## src/rtl/prr_valid_scheduler_pkg.sv

```systemverilog
// Shared parameters and state encoding for the PRR store-side valid scheduler.
package global_buffer_param;

    localparam int unsigned LOOP_LEVEL   = 8;
    localparam int unsigned EXTENT_WIDTH = 16;
    localparam int unsigned STRIDE_WIDTH = 20;
    localparam int unsigned CYCLE_WIDTH  = 32;

    typedef enum logic [1:0] {
        IDLE = 2'd0,
        RUN  = 2'd1,
        DONE = 2'd2
    } prr_vsched_state_e;

endpackage

```

## src/rtl/prr_valid_scheduler_loop_iter.sv

```systemverilog
// Loop-nest odometer: latches the clamped config, tracks per-level index and
// cycle offset incrementally, and presents the current target cycle.
module prr_loop_iter #(
    parameter int unsigned LEVELS   = global_buffer_param::LOOP_LEVEL,
    parameter int unsigned EXT_W    = global_buffer_param::EXTENT_WIDTH,
    parameter int unsigned STRIDE_W = global_buffer_param::STRIDE_WIDTH,
    parameter int unsigned CNT_W    = global_buffer_param::CYCLE_WIDTH,
    parameter int unsigned DIM_W    = $clog2(LEVELS + 1)
) (
    input  logic                       clk,
    input  logic                       reset,
    input  logic                       clear_i,
    input  logic                       load_i,
    input  logic                       advance_i,
    input  logic [DIM_W-1:0]           cfg_dim_i,
    input  logic [LEVELS*EXT_W-1:0]    cfg_extent_i,
    input  logic [LEVELS*STRIDE_W-1:0] cfg_stride_i,
    output logic [CNT_W-1:0]           target_o,
    output logic                       last_o
);
    import global_buffer_param::*;

    localparam logic [DIM_W-1:0] MAX_DIM = DIM_W'(LEVELS);
    localparam logic [EXT_W-1:0] ONE_E   = 1;

    logic [DIM_W-1:0]    dim_q;
    logic [EXT_W-1:0]    ext_q    [LEVELS];
    logic [STRIDE_W-1:0] stride_q [LEVELS];
    logic [EXT_W-1:0]    idx_q    [LEVELS];
    logic [EXT_W-1:0]    idx_d    [LEVELS];
    logic [CNT_W-1:0]    off_q    [LEVELS];
    logic [CNT_W-1:0]    off_d    [LEVELS];
    logic [EXT_W-1:0]    ext_in   [LEVELS];
    logic [STRIDE_W-1:0] stride_in[LEVELS];
    logic [LEVELS-1:0]   at_max;
    logic [CNT_W-1:0]    sum;
    logic                carry;

    always_comb begin
        for (int unsigned i = 0; i < LEVELS; i++) begin
            ext_in[i]    = cfg_extent_i[i*EXT_W +: EXT_W];
            stride_in[i] = cfg_stride_i[i*STRIDE_W +: STRIDE_W];
            at_max[i]    = (idx_q[i] == ext_q[i] - ONE_E);
        end
    end

    // Ripple carry from level 0: wrapping levels clear, the first non-wrapping one steps.
    always_comb begin
        carry  = advance_i;
        last_o = 1'b1;
        sum    = '0;
        for (int unsigned i = 0; i < LEVELS; i++) begin
            idx_d[i] = idx_q[i];
            off_d[i] = off_q[i];
            if (DIM_W'(i) < dim_q) begin
                last_o = last_o & at_max[i];
                sum    = sum + off_q[i];
                if (carry) begin
                    if (at_max[i]) begin
                        idx_d[i] = '0;
                        off_d[i] = '0;
                    end else begin
                        idx_d[i] = idx_q[i] + ONE_E;
                        off_d[i] = off_q[i] + CNT_W'(stride_q[i]);
                        carry    = 1'b0;
                    end
                end
            end
        end
        target_o = sum;
    end

    always_ff @(posedge clk or negedge reset) begin
        if (!reset) begin
            dim_q <= '0;
            for (int unsigned i = 0; i < LEVELS; i++) begin
                ext_q[i]    <= '0;
                stride_q[i] <= '0;
                idx_q[i]    <= '0;
                off_q[i]    <= '0;
            end
        end else begin
            if (load_i) begin
                dim_q <= (cfg_dim_i > MAX_DIM) ? MAX_DIM : cfg_dim_i;
                for (int unsigned i = 0; i < LEVELS; i++) begin
                    ext_q[i]    <= (ext_in[i] == '0) ? ONE_E : ext_in[i];
                    stride_q[i] <= stride_in[i];
                end
            end
            for (int unsigned i = 0; i < LEVELS; i++) begin
                idx_q[i] <= clear_i ? '0 : idx_d[i];
                off_q[i] <= clear_i ? '0 : off_d[i];
            end
        end
    end

endmodule

```

## src/rtl/prr_valid_scheduler.sv

```systemverilog
// Per-PRR valid-strobe scheduler: FSM, cycle counter and target compare
// producing a registered single-cycle valid pulse per loop-nest point.
module prr_valid_scheduler #(
    parameter int unsigned LOOP_LEVEL   = global_buffer_param::LOOP_LEVEL,
    parameter int unsigned EXTENT_WIDTH = global_buffer_param::EXTENT_WIDTH,
    parameter int unsigned STRIDE_WIDTH = global_buffer_param::STRIDE_WIDTH,
    parameter int unsigned CYCLE_WIDTH  = global_buffer_param::CYCLE_WIDTH
) (
    input  logic                                 clk,
    input  logic                                 reset,
    input  logic [$clog2(LOOP_LEVEL+1)-1:0]      cfg_dim,
    input  logic [LOOP_LEVEL*EXTENT_WIDTH-1:0]   cfg_extent,
    input  logic [LOOP_LEVEL*STRIDE_WIDTH-1:0]   cfg_cycle_stride,
    input  logic                                 start,
    input  logic                                 stall,
    input  logic                                 flush,
    output logic                                 valid_out,
    output logic                                 busy,
    output logic                                 done,
    output logic [CYCLE_WIDTH-1:0]               issued_cnt
);
    import global_buffer_param::*;

    localparam logic [CYCLE_WIDTH-1:0] CNT_ONE = 1;

    prr_vsched_state_e       state_q;
    logic                    valid_q;
    logic                    busy_q;
    logic                    done_q;
    logic [CYCLE_WIDTH-1:0]  cycle_cnt_q;
    logic [CYCLE_WIDTH-1:0]  cycle_cnt_d;
    logic [CYCLE_WIDTH-1:0]  issued_q;
    logic [CYCLE_WIDTH-1:0]  issued_d;
    logic [CYCLE_WIDTH-1:0]  target;
    logic                    last;
    logic                    fire;
    logic                    load;
    logic                    clear;

    assign load        = !flush && start && (state_q != RUN);
    assign clear       = flush || load;
    assign fire        = (state_q == RUN) && !stall && (target <= cycle_cnt_q);
    assign cycle_cnt_d = (&cycle_cnt_q) ? cycle_cnt_q : cycle_cnt_q + CNT_ONE;
    assign issued_d    = issued_q + CNT_ONE;

    prr_loop_iter #(
        .LEVELS   (LOOP_LEVEL),
        .EXT_W    (EXTENT_WIDTH),
        .STRIDE_W (STRIDE_WIDTH),
        .CNT_W    (CYCLE_WIDTH)
    ) u_iter (
        .clk          (clk),
        .reset        (reset),
        .clear_i      (clear),
        .load_i       (load),
        .advance_i    (fire),
        .cfg_dim_i    (cfg_dim),
        .cfg_extent_i (cfg_extent),
        .cfg_stride_i (cfg_cycle_stride),
        .target_o     (target),
        .last_o       (last)
    );

    always_ff @(posedge clk or negedge reset) begin
        if (!reset) begin
            state_q     <= IDLE;
            valid_q     <= 1'b0;
            busy_q      <= 1'b0;
            done_q      <= 1'b0;
            cycle_cnt_q <= '0;
            issued_q    <= '0;
        end else if (flush) begin
            state_q     <= IDLE;
            valid_q     <= 1'b0;
            busy_q      <= 1'b0;
            done_q      <= 1'b0;
            cycle_cnt_q <= '0;
            issued_q    <= '0;
        end else begin
            valid_q <= 1'b0;
            case (state_q)
                IDLE, DONE: begin
                    if (start) begin
                        state_q     <= RUN;
                        busy_q      <= 1'b1;
                        done_q      <= 1'b0;
                        cycle_cnt_q <= '0;
                        issued_q    <= '0;
                    end
                end
                RUN: begin
                    if (!stall) begin
                        cycle_cnt_q <= cycle_cnt_d;
                    end
                    // The point that completes the nest still emits its pulse.
                    if (fire) begin
                        valid_q  <= 1'b1;
                        issued_q <= issued_d;
                        if (last) begin
                            state_q <= DONE;
                            busy_q  <= 1'b0;
                            done_q  <= 1'b1;
                        end
                    end
                end
                default: state_q <= IDLE;
            endcase
        end
    end

    assign valid_out  = valid_q;
    assign busy       = busy_q;
    assign done       = done_q;
    assign issued_cnt = issued_q;

endmodule
```

## config.mk

```make
export PLATFORM = sky130hd
export DESIGN_NAME = prr_valid_scheduler
export DESIGN_NICKNAME = d
export VERILOG_FILES = /design/src/rtl/prr_valid_scheduler_pkg.sv /design/src/rtl/prr_valid_scheduler_loop_iter.sv /design/src/rtl/prr_valid_scheduler.sv
export SDC_FILE = /design/constraint.sdc
export NUM_CORES = 2
export LEC_CHECK = 0
export CORE_MARGIN = 1.5
export CORE_UTILIZATION = 51
export DETAILED_ROUTE_END_ITERATION = 8
export PLACE_DENSITY = 0.7
export RECOVER_POWER = 100
export SYNTH_ARGS = -nofsm -noshare
export SYNTH_HDL_FRONTEND = slang
export SYNTH_HIERARCHICAL = 1
export SYNTH_SLANG_ARGS = --single-unit
```

## constraint.sdc

```tcl
create_clock -name clk -period 22.5 [get_ports clk]
set_input_delay 6.75 -clock clk [delete_from_list [all_inputs] [get_ports clk]]
set_output_delay 6.75 -clock clk [all_outputs]
set_load 0.01 [all_outputs]
```

==> flow_metrics.env <==
export IMPL_h_tree_depth=3
export IMPL_synth_most_common_cell="dfrtp_1"
export IMPL_setup_viol=0
export IMPL_wl_um=167000
export IMPL_fp_dieH_um=337
export IMPL_slowest_delay_ns=0.99
export IMPL_synthAdderAreaFrac=0.102
export IMPL_clockBufferDepth=3
export IMPL_reg2reg_to="u_iter/off_q[124]"
export IMPL_cp_startpoint="u_iter/dim_q[0]"
export IMPL_synth_area_um2=56900
export IMPL_critPathBufInv=8
export IMPL_ir_drop_mv=0.0659
export IMPL_ys_seq_area_frac=0.327
export IMPL_clkSinkCount=745
export IMPL_worst_path_dominant_cell_family="compound AO/OA/AOI/OAI gates"
export IMPL_r2r_start="u_iter/dim_q[0]"
export IMPL_final_min_period_over_clock_period=0.887
export IMPL_synth_seq_cells=745
export IMPL_min_path_type="reg2reg"
export IMPL_rsz0062_at_grt="no"
export IMPL_fin_setup_tns_ns=0
export IMPL_synthXorXnorAreaFrac=0.0870
export IMPL_drtIter0Drc=4312
export IMPL_die_area_um2=114000
export IMPL_p_per_area_nw_per_um2=101
export IMPL_cts_setup_buffers=0
export IMPL_area_growth_pct=13.9
export IMPL_drive_above_1_share=0.0903
export IMPL_worstPathRequired_ns=23.06
export IMPL_cpMostUsedCell="nand2_1"
export IMPL_die_w_um=337
export IMPL_synth_main_ff_cell="dfrtp_1"
export IMPL_cp_endpoint="u_iter/off_q[124]"
export IMPL_post_cts_resized=0
export IMPL_p_leak_nw=29.3
export IMPL_final_max_slew_viol_count=1400
export IMPL_path_clk_slew_ns=0.06
export IMPL_timing_hold_violations_final=0
export IMPL_synth_edff_count=0
export IMPL_fp_row_count=122
export IMPL_synth_mux_area_frac=0.0712
export IMPL_synth_cell_type_count=105
export IMPL_synth_compound_area_frac=0.202
export IMPL_syn_nets=7231
export IMPL_antenna_found_initial=9
export IMPL_failed_checks="capacitance limit, slew limit"
export IMPL_yosys_area_share_simple=0.179
export IMPL_cts_root_buf="clkbuf_16"
export IMPL_grt_pass1_wl_um=262000
export IMPL_netlist_instances=6482
export IMPL_cts_inserted_buffers=88
export IMPL_grt_max_degree=164
export IMPL_path_max_fanout=53
export IMPL_drt_wirelength_per_cell_um=20.1
export IMPL_clk_latency_ns=0.69
export IMPL_grt_pass1_vias=47900
export IMPL_cp_start_kind="register"
export IMPL_timing_max_cap_violations=20
export IMPL_initial_utilization=0.515
export IMPL_io_pins=332
export IMPL_first_pass_iters=8
export IMPL_yosysTopAreaCellShare=0.327
export IMPL_syn_avg_cell_area_um2=8.79
export IMPL_synth_top_cell_by_area="dfrtp_1"
export IMPL_fmax_mhz=50.1
export IMPL_fill_cells=9832
export IMPL_worst_setup_path_end_kind="register"
export IMPL_route_vias_total=50200
export IMPL_r2r_slack_ns=2.55
export IMPL_worst_pin_slew_ns=8.58
export IMPL_gr_total_overflow=0
export IMPL_clock_skew_ns=0.0205
export IMPL_gp_congestion=0.988
export IMPL_synth_commonest_cells="745 x dfrtp_1, 582 x nand2_1, 522 x o21ai_0, 510 x nor2_1, 437 x ha_1"
export IMPL_ctsHoldBuffers=0
export IMPL_status="finished, violations left"
export IMPL_post_route_util=0.586
export IMPL_period_minus_slack_ns=19.95
export IMPL_drtAntennaViolNets=0
export IMPL_min_delay_start="u_iter/stride_q[4]"
export IMPL_critical_path_cell_count=81
export IMPL_core_um2=111000
export IMPL_yosysWarnings=6
export IMPL_worstRegToRegCells=81
export IMPL_crit_arrival_ns=20.52
export IMPL_synth_top_family_by_area="compound AO/OA/AOI/OAI gates"
export IMPL_path_class="reg2reg"
export IMPL_async_flop_share=1.00
export IMPL_ys_top_cells_by_area="dfrtp_1 33%, ha_1 9.6%, mux2_2 6.6%"
export IMPL_cp_slowest_cell="nor2b_1"
export IMPL_vias_per_cell=6.06
export IMPL_relSlewSlack=-4.72
export IMPL_dp_hpwl_um=127000
export IMPL_nNetsFinal=7470
export IMPL_cts_tree="yes"
export IMPL_numPortBuffers=331
export IMPL_track_usage=0.289
export IMPL_drc=0
## power by group
group	internal [W]	switching (W)
clock	0.000962	0.000629
combinational	0.00137	0.00184
sequential	0.00153	0.000250
total	0.00386	0.00272
## final cells by class
cell class | count | area (um^2) | area share
Clock buffer | 109 | 2430 | 0.0375
Multi-Input combinational cell | 5278 | 36600 | 0.565
Tap cell | 1488 | 1860 | 0.0287
Sequential cell | 745 | 18600 | 0.287
Antenna cell | 8 | 20.0 | 0.000309
Timing Repair Buffer | 383 | 3630 | 0.0560
Inverter | 225 | 845 | 0.0130
Clock inverter | 56 | 800 | 0.0123
## routing by layer
metal	global-route usage	up-vias	wire, um	share of wire
li1	-	24100	-	-
met2	0.470	1391	77200	0.46
met3	0.0373	263	10100	0.061
met5	0	-	13	0.000078
met1	0.400	24500	74600	0.45
met4	0.0881	2	4940	0.030
## flip-flops by register name, indices dropped and copies added, names as in the netlist
signal           flops
u_iter/off_q       256
u_iter/dim_q         4
state_q              2
issued_cnt          32
busy                 1
done                 1
u_iter/ext_q       128
cycle_cnt_q         32
u_iter/idx_q       128
valid_out            1
u_iter/stride_q    160
## cells by family after synthesis
group / count (synthesis)
buffers and inverters: 459
XOR/XNOR: 564
AND/OR/NAND/NOR: 2098
multiplexers: 363
adder cells (fa/ha/maj): 454
flip-flops: 745
AO/OA/AOI/OAI: 1799
## placed cells by master (no fill, tap or decap), types with 212 or more instances in the layout
cell type,n
xor2_1,222
nand2_1,582
mux2_2,334
clkdlybuf4s50_1,293
inv_1,225
nand3_1,212
o21ai_0,547
a21oi_1,396
dfrtp_1,744
ha_1,437
xnor2_1,341
nor2_1,507
## worst min-delay path by stage
stage | to | slack, ns | depth (start not counted)
2_1_floorplan | u_iter/off_q[254] | 0.46 | 1
3_3_place_gp | state_q[0] | 0.49 | 1
3_5_place_dp | done | 0.50 | 1
4_1_cts | u_iter/off_q[30] | 0.50 | 1
5_1_grt | u_iter/stride_q[4] | 0.53 | 1
6_report | u_iter/stride_q[4] | 0.51 | 1
## per-stage QoR
stage,hold WS [ns],worst slack [ns],cells,area [um^2],total power (W)
after detailed placement,0.495,3.64,8119,61700,0.00495
final,0.513,2.55,8292,64900,0.00657
after floorplan,0.463,7.05,6482,56900,0.00406
after global placement,0.490,4.03,8119,61700,0.00488
after global routing,0.526,0.807,8288,64800,0.00702
after CTS,0.504,3.53,8284,65000,0.00657
No activity file was read; power rests on OpenSTA's default activity.
